`config.mk`:
```
export PLATFORM = sky130hd
export DESIGN_NAME = contador_param
export DESIGN_NICKNAME = d
export VERILOG_FILES = /design/src/rtl/contador_param.sv
export SDC_FILE = /design/constraint.sdc
export NUM_CORES = 1
export LEC_CHECK = 0
export ABC_AREA = 1
export BUFFER_PORTS_ARGS = -buffer_cell sky130_fd_sc_hd__buf_2
export CAP_MARGIN = 20
export CORE_MARGIN = 2
export CORE_UTILIZATION = 55
export DETAILED_ROUTE_END_ITERATION = 7
export GPL_TIMING_DRIVEN = 0
export MAX_ROUTING_LAYER = met4
export PLACE_DENSITY = 0.82
export SKIP_LAST_GASP = 1
export SLEW_MARGIN = 5
export SYNTH_ARGS = -nofsm -noshare
export SYNTH_HDL_FRONTEND = slang
export SYNTH_SLANG_ARGS = --single-unit
```
`constraint.sdc`:
```
create_clock -name clk -period 3.65 [get_ports clk]
set_input_delay 0 -clock clk [delete_from_list [all_inputs] [get_ports clk]]
set_output_delay 0 -clock clk [all_outputs]
set_load 0.01 [all_outputs]
```
`src/rtl/contador_param.sv`:
```
// contador_param: up/down counter with wrap, saturate and one-shot modes plus parallel load.
module contador_param #(
   parameter int               WIDTH   = 8,
   parameter logic [WIDTH-1:0] RST_VAL = '0
) (
   input  logic             clk,
   input  logic             rst,
   input  logic             enable,
   input  logic             up,
   input  logic [1:0]       mode,
   input  logic             load,
   input  logic [WIDTH-1:0] load_val,
   input  logic [WIDTH-1:0] max_val,
   output logic [WIDTH-1:0] out,
   output logic             cout,
   output logic             at_limit,
   output logic             done
);
   typedef enum logic {ARMED, DONE} state_t;
   state_t state_q, state_d;
   logic [WIDTH-1:0] out_q, out_d;
   logic cout_q, cout_d, done_q;
   logic one_shot, wrap, top, bot;
   assign one_shot = mode == 2'b10;
   assign wrap     = ~(mode[1] ^ mode[0]);
   assign top      = out_q >= max_val;
   assign bot      = out_q == '0;
   assign at_limit = up ? out_q == max_val : bot;
   assign out      = out_q;
   assign cout     = cout_q;
   assign done     = done_q;
   // leaving one-shot mode releases DONE and steps under the new mode on the same edge
   always_comb begin
      out_d   = out_q;
      cout_d  = 1'b0;
      state_d = one_shot ? state_q : ARMED;
      if (load) begin
         out_d   = load_val;
         state_d = ARMED;
      end else if (enable && !(one_shot && state_q == DONE)) begin
         if (one_shot && at_limit) begin
            cout_d  = 1'b1;
            state_d = DONE;
         end else if (up) begin
            out_d  = top ? (wrap ? '0 : max_val) : out_q + 1'b1;
            cout_d = wrap && top;
         end else begin
            out_d  = bot ? (wrap ? max_val : '0) : out_q - 1'b1;
            cout_d = wrap && bot;
         end
      end
   end
   always_ff @(posedge clk or posedge rst) begin
      if (rst) begin
         out_q   <= RST_VAL;
         cout_q  <= 1'b0;
         done_q  <= 1'b0;
         state_q <= ARMED;
      end else begin
         out_q   <= out_d;
         cout_q  <= cout_d;
         done_q  <= state_d == DONE;
         state_q <= state_d;
      end
   end
endmodule

```
==> results of run 1 <==
-- power groups by stage --
| stage | Clock, mW | Sequential [mW] | Combinational [mW] |
|---|---|---|---|
| after floorplan | 0 | 0.161 | 0.238 |
| after global placement | 0 | 0.166 | 0.328 |
| after detailed placement | 0 | 0.167 | 0.334 |
| after CTS | 0.0736 | 0.165 | 0.338 |
| after global routing | 0.0785 | 0.168 | 0.393 |
| final | 0.0728 | 0.165 | 0.339 |
-- sequential cells by signal, summed over array words and instances, names as in the netlist --
signal	flops
done	1
cout	1
out	8
-- layer usage --
metal / part of all wire, % / track usage [%] / vias up / routed length (µm)
met5: 0 / - / - / 0
met4: 1.3 / 6.97 / 0 / 53
met3: 7.0 / 1.86 / 6 / 293
met2: 47 / 49.3 / 66 / 1960
met1: 45 / 40.8 / 749 / 1880
li1: - / - / 906 / -
-- cell families (layout without fill, tap and decap cells) --
family | after synthesis | count (layout) | synth area share, %
XOR/XNOR | 3 | 3 | 1.78
buffers and inverters | 37 | 76 | 11.2
AND/OR/NAND/NOR | 183 | 183 | 53.1
flip-flops | 10 | 10 | 17.0
AO/OA/AOI/OAI | 19 | 19 | 6.71
adder cells (fa/ha/maj) | 12 | 12 | 10.2
-- layout make-up --
class	instances	area [µm²]
Buffer	6	48.8
Clock buffer	3	22.5
Fill cell	249	772
Inverter	31	116
Multi-Input combinational cell	217	1060
Sequential cell	10	250
Tap cell	30	37.5
Timing Repair Buffer	36	195
-- cells in the final DEF (no fill, tap or decap) --
| cell | instances |
|---|---|
| clkinv_1 | 2 |
| nor2_4 | 2 |
| nand2_1 | 103 |
| ha_1 | 12 |
| nand2_2 | 2 |
| clkbuf_2 | 1 |
| nand4_4 | 1 |
| xor2_1 | 2 |
| buf_2 | 34 |
| inv_2 | 1 |
| dlygate4sd3_1 | 3 |
| nand2_4 | 2 |
| nand3_1 | 29 |
| nor3_1 | 1 |
| clkbuf_1 | 2 |
| a21oi_2 | 1 |
| xnor2_1 | 1 |
| nand4_1 | 1 |
| clkbuf_4 | 3 |
| buf_6 | 1 |
| inv_1 | 28 |
| buf_12 | 1 |
| nor2_2 | 1 |
| nor2_1 | 41 |
| o21ai_0 | 9 |
| dfrtp_1 | 10 |
| a21oi_1 | 9 |
-- per-stage QoR --
stage	cell area, µm²	hold slack [ns]	util (%)
after floorplan	1470	-0.160	-
after detailed placement	1680	-0.0119	67.0
after CTS	1730	0.0711	69.1
after global placement	1680	-0.0149	67.0
final	1730	0.0694	69.1
after global routing	1730	0.0904	69.1
-- how the worst max path moves through the flow --
| stage | cells after the start | start | to | slack [ns] |
|---|---|---|---|---|
| finish | 13 | out[0] | out[0] | 1.31 |
| global route | 13 | out[0] | out[4] | 0.99 |
| CTS | 13 | out[0] | out[4] | 1.32 |
| detailed placement | 13 | out[0] | out[4] | 1.34 |
| global placement | 13 | out[0] | out[4] | 1.38 |
| floorplan | 10 | out[0] | cout | 1.79 |
-- repair_timing --
item	in CTS	in global routing
setup buffers	0	0
hold buffers	3	0
endpoints found under the hold margin	12	0
-- critical path: stages (launching register included) --
cell     delay (ns)
dfrtp_1        0.54
inv_1          0.17
ha_1           0.30
nand2_1        0.06
nor2_1         0.05
nand2_1        0.13
nand2_1        0.08
nor2_2         0.33
nand2_2        0.23
nand2_1        0.11
nand3_1        0.06
nand2_1        0.11
nand2_1        0.05
nand2_1        0.06
==> run metrics, run 1 <==
Worst R2R Setup Slack=1.31 ns; Post-Route WL=4190 µm; Sink Count=10; Comb power frac=58.8%; Final Hold Fails=0; Final HPWL DP=3230 µm; area growth from synthesis to layout=17.3%; setup slack after layout=1.31 ns; cts bufs inserted=3; initial antenna violation count=0; Netlist cell types=25; Die ar.=a little over 0.003 mm²; Crit Path Category=reg2reg; Vias/cell=5.19; Seq pwr share=28.6%; global-route wire length before repair=7360 µm; Synth area leaders=nand2_1, dfrtp_1, nor2_1; maximum VDD drop=0.300 mV; # port buffers=33; Root Buffer=clkbuf_4; syn_area_per_cell=between 5 and 6 µm²; Cell Pwr Density=333 mW/mm²; Remaining DRCs=0; post-synthesis register bit count=10; Slew Viols, Final=0; count leader, synth=nand2_1; Post-Layout Cell Count=approximately 330; top cells by count, synth=nand2_1, nor2_1, nand3_1; n_diodes=0; detailed-router iteration count before antenna repair=4; Routed Antenna Nets=0; post-synthesis cell area=0.00147 mm²; CTS tree=yes; fin crit share=~64%; Synth async-reset ratio=100%; gr usage total=30.1%; clock group share of total power=12.6%; Internal Pwr Total=about 0.29 mW; hold depth=5; clk buf depth=2; unrepaired setup endpoints after global routing=no; post-layout power=about 0.58 mW; Worst-path clk slew=about 0.060 ns; slew margin rel.=69.9%; pre-CTS WS=1.34 ns; ys flop type=dfrtp_1; CP Max Fanout=9; setup_tns=0 ns; via count=around 1700; r2r endpoint=out[0]; Ports=34; crit path time final=around 2.3 ns; total of max-cap violations=0; vias in the first global route=1629; Synth top area share=around a quarter; R2R cell count=13; share of layout cells above drive strength 1=16.5%; largest net degree at the start of global routing=11; drt wl/cell=12.6 µm; Worst Setup End Kind=flop; Critical Path Source Type=flop; dpl cells=327; switching pwr=0.283 mW; top cell type by total area after synthesis=nand2_1; Mapped Cells=264; post-synthesis sequential area ratio=~17%; Clk Latency, worst-skew pair=approximately 0.26 ns; status=complete, no violations; H-tree depth=1; Layout Skew=roughly 0.0046 ns; Final setup viols=0; Min-Delay Endpoint=out[4]; Die W=55.7 µm; GPL Wtd Cong=about 0.96; EDFF count, synth=0; Core ar.=0.00250 mm²; syn nets=299; initial core utilization=58.9%; total number of yosys warnings=0; PostCTS Resize Cnt=0; FMAX=around 430 MHz; CP Data Arrival Time=between 2 and 3 ns; grt ovf=0; DIE HEIGHT=55.7 µm; initial DRC count=96; Worst Path Required=3.85 ns; worst r2r src=out[0]; hold crit path type=in2reg; Nets=340; Leakage=0.995 nW; Worst-Margin Slew=0.451 ns; Net Sw Frac=49.1%; FP Rows=18; Hold Crit Start=load_val[4]
(Power assumes the default switching activity.)
==> run 2, diff against run 1 <==
CORE_UTILIZATION = 49   (was 55)
PLACE_DENSITY = 0.78   (was 0.82)
clock period = 2.1 ns   (was 3.65 ns; I/O delays follow)
==> run 2 against run 1 <==
The run now ends with DRC left. Design area rose by 5.0%. Combinational power rose by 93%. Sequential power rose by 70%. Global-route usage fell by 3.1 points. Power rose by 91%. Cell count rose by 2.7%. Maximum frequency rose by 21%. Largest power group unchanged.
==> run metrics, run 2 (synthesized netlist as in run 1, its figures left out) <==
status=complete, but fails checks; violated checks=DRC; Die ar.=roughly 0.0035 mm²; worst r2r src=out[6]; Area after DPL=0.00168 mm²; CTS tree=yes; maximum VDD drop=0.444 mV; FMAX=516 MHz; initial core utilization=52.5%; n_diodes=0; Vias/cell=between 5 and 6; Nets=347; via count=1762; Clk Latency, worst-skew pair=0.26 ns; commonest non-fill, non-tap cells in the layout=nand2_1, nor2_1, buf_2, nand3_1, inv_1; area growth from synthesis to layout=23.2%; Crit Path Category=reg2reg; Routed Antenna Nets=0; hold crit path type=in2reg; clk buf depth=2; Hold Crit Start=load_val[6]; Layout Skew=0.00153 ns; Final setup viols=0; Ports=34; Sink Count=10; Final Hold Fails=0; drt wl/cell=between 10 and 15 µm; Cell Pwr Density=607 mW/mm²; GPL Wtd Cong=about 0.93; Remaining DRCs=2; setup_tns=0 ns; max reg flops=8; H-tree depth=1; Slew Viols, Final=0; Worst-path clk slew=0.06 ns; final instance area=0.00181 mm²; post-layout power=1.10 mW; Worst-Margin Slew=about 0.46 ns; cts bufs inserted=3; vias in the first global route=1536; Root Buffer=clkbuf_4; detailed-router iteration count before antenna repair=6; FP Rows=19; Leakage=1.03 nW; total of max-cap violations=0; # port buffers=33; Setup crit start=out[6]; Die W=58.8 µm; gr usage total=27.0%; CP Max Fanout=9; share of layout cells above drive strength 1=20.9%; Core ar.=0.00281 mm²; fin crit share=92.3%; unrepaired setup endpoints after global routing=no; grt ovf=0; initial DRC count=71; initial antenna violation count=0; commonest non-fill, non-tap cell in the layout=nand2_1; crit path time final=1.94 ns; CP Data Arrival Time=2.09 ns; Post-Route WL=around 4200 µm; Final HPWL DP=3280 µm; slew margin rel.=69.4%; DIE HEIGHT=58.8 µm; largest net degree at the start of global routing=11; global-route wire length before repair=6890 µm; Worst Path Required=2.25 ns; Worst Setup End Kind=flop; Critical Path Source Type=flop
[run 2: timing repair]
item                                    in CTS  in global routing
hold buffers                                 3                  0
gates resized for setup                      3                  6
buffers inserted                             0                  7
gates cloned                                 0                  0
endpoints found under the setup margin       9                  9
pin swaps                                    0                  1
hold endpoints to repair                    12                  0
[run 2: path summary, 6_finish.rpt]
kind	end	slack (ns)	cells after the start
min	out[6]	0.07	5
min reg2reg	cout	0.57	3
max	out[4]	0.16	10
min in group asynchronous	out[2]	0.25	3
max in group asynchronous	out[7]	1.55	3
max reg2reg	out[4]	0.16	10
[run 2: final cells by class]
| type | count | area, µm² |
|---|---|---|
| Fill cell | 301 | 991 |
| Multi-Input combinational cell | 217 | 1070 |
| Buffer | 6 | 48.8 |
| Timing Repair Buffer | 43 | 248 |
| Tap cell | 31 | 38.8 |
| Clock buffer | 4 | 36.3 |
| Sequential cell | 10 | 256 |
| Inverter | 31 | 116 |
[run 2: metal layers]
metal  GRT usage (%)  wire [µm]
met1            35.3       1840
met2            45.2       2050
met3            1.54        292
met4            7.47         24
met5               -          0
[run 2: through the flow]
| stage | hold WS (ns) | util [%] | cells | worst slack [ns] |
|---|---|---|---|---|
| after global routing | 0.0756 | 64.7 | 342 | 0.0176 |
| final | 0.0679 | 64.7 | 342 | 0.161 |
| after global placement | -0.0129 | 59.8 | 328 | -0.190 |
| after detailed placement | -0.00908 | 59.8 | 328 | -0.208 |
| after floorplan | -0.160 | - | 264 | 0.244 |
| after CTS | 0.0602 | 62.4 | 335 | 0.0153 |
[run 2: power by group]
part / switching, mW / total (mW) / internal [mW] / leakage (nW)
Sequential: 0.0555 / 0.280 / 0.225 / 0.117
Combinational: 0.393 / 0.654 / 0.261 / 0.894
Clock: 0.0626 / 0.168 / 0.105 / 0.0210
[run 2: critical path, cell delays in order (launching register included)]
cell and delay (ns):
dfrtp_2 0.49, ha_1 0.30, nand2_1 0.06, nor2_1 0.17
nand2_1 0.27, nand2_4 0.22, nand2_1 0.08, nand3_1 0.07
nand2_1 0.07, nand2_1 0.06, nand2_1 0.05
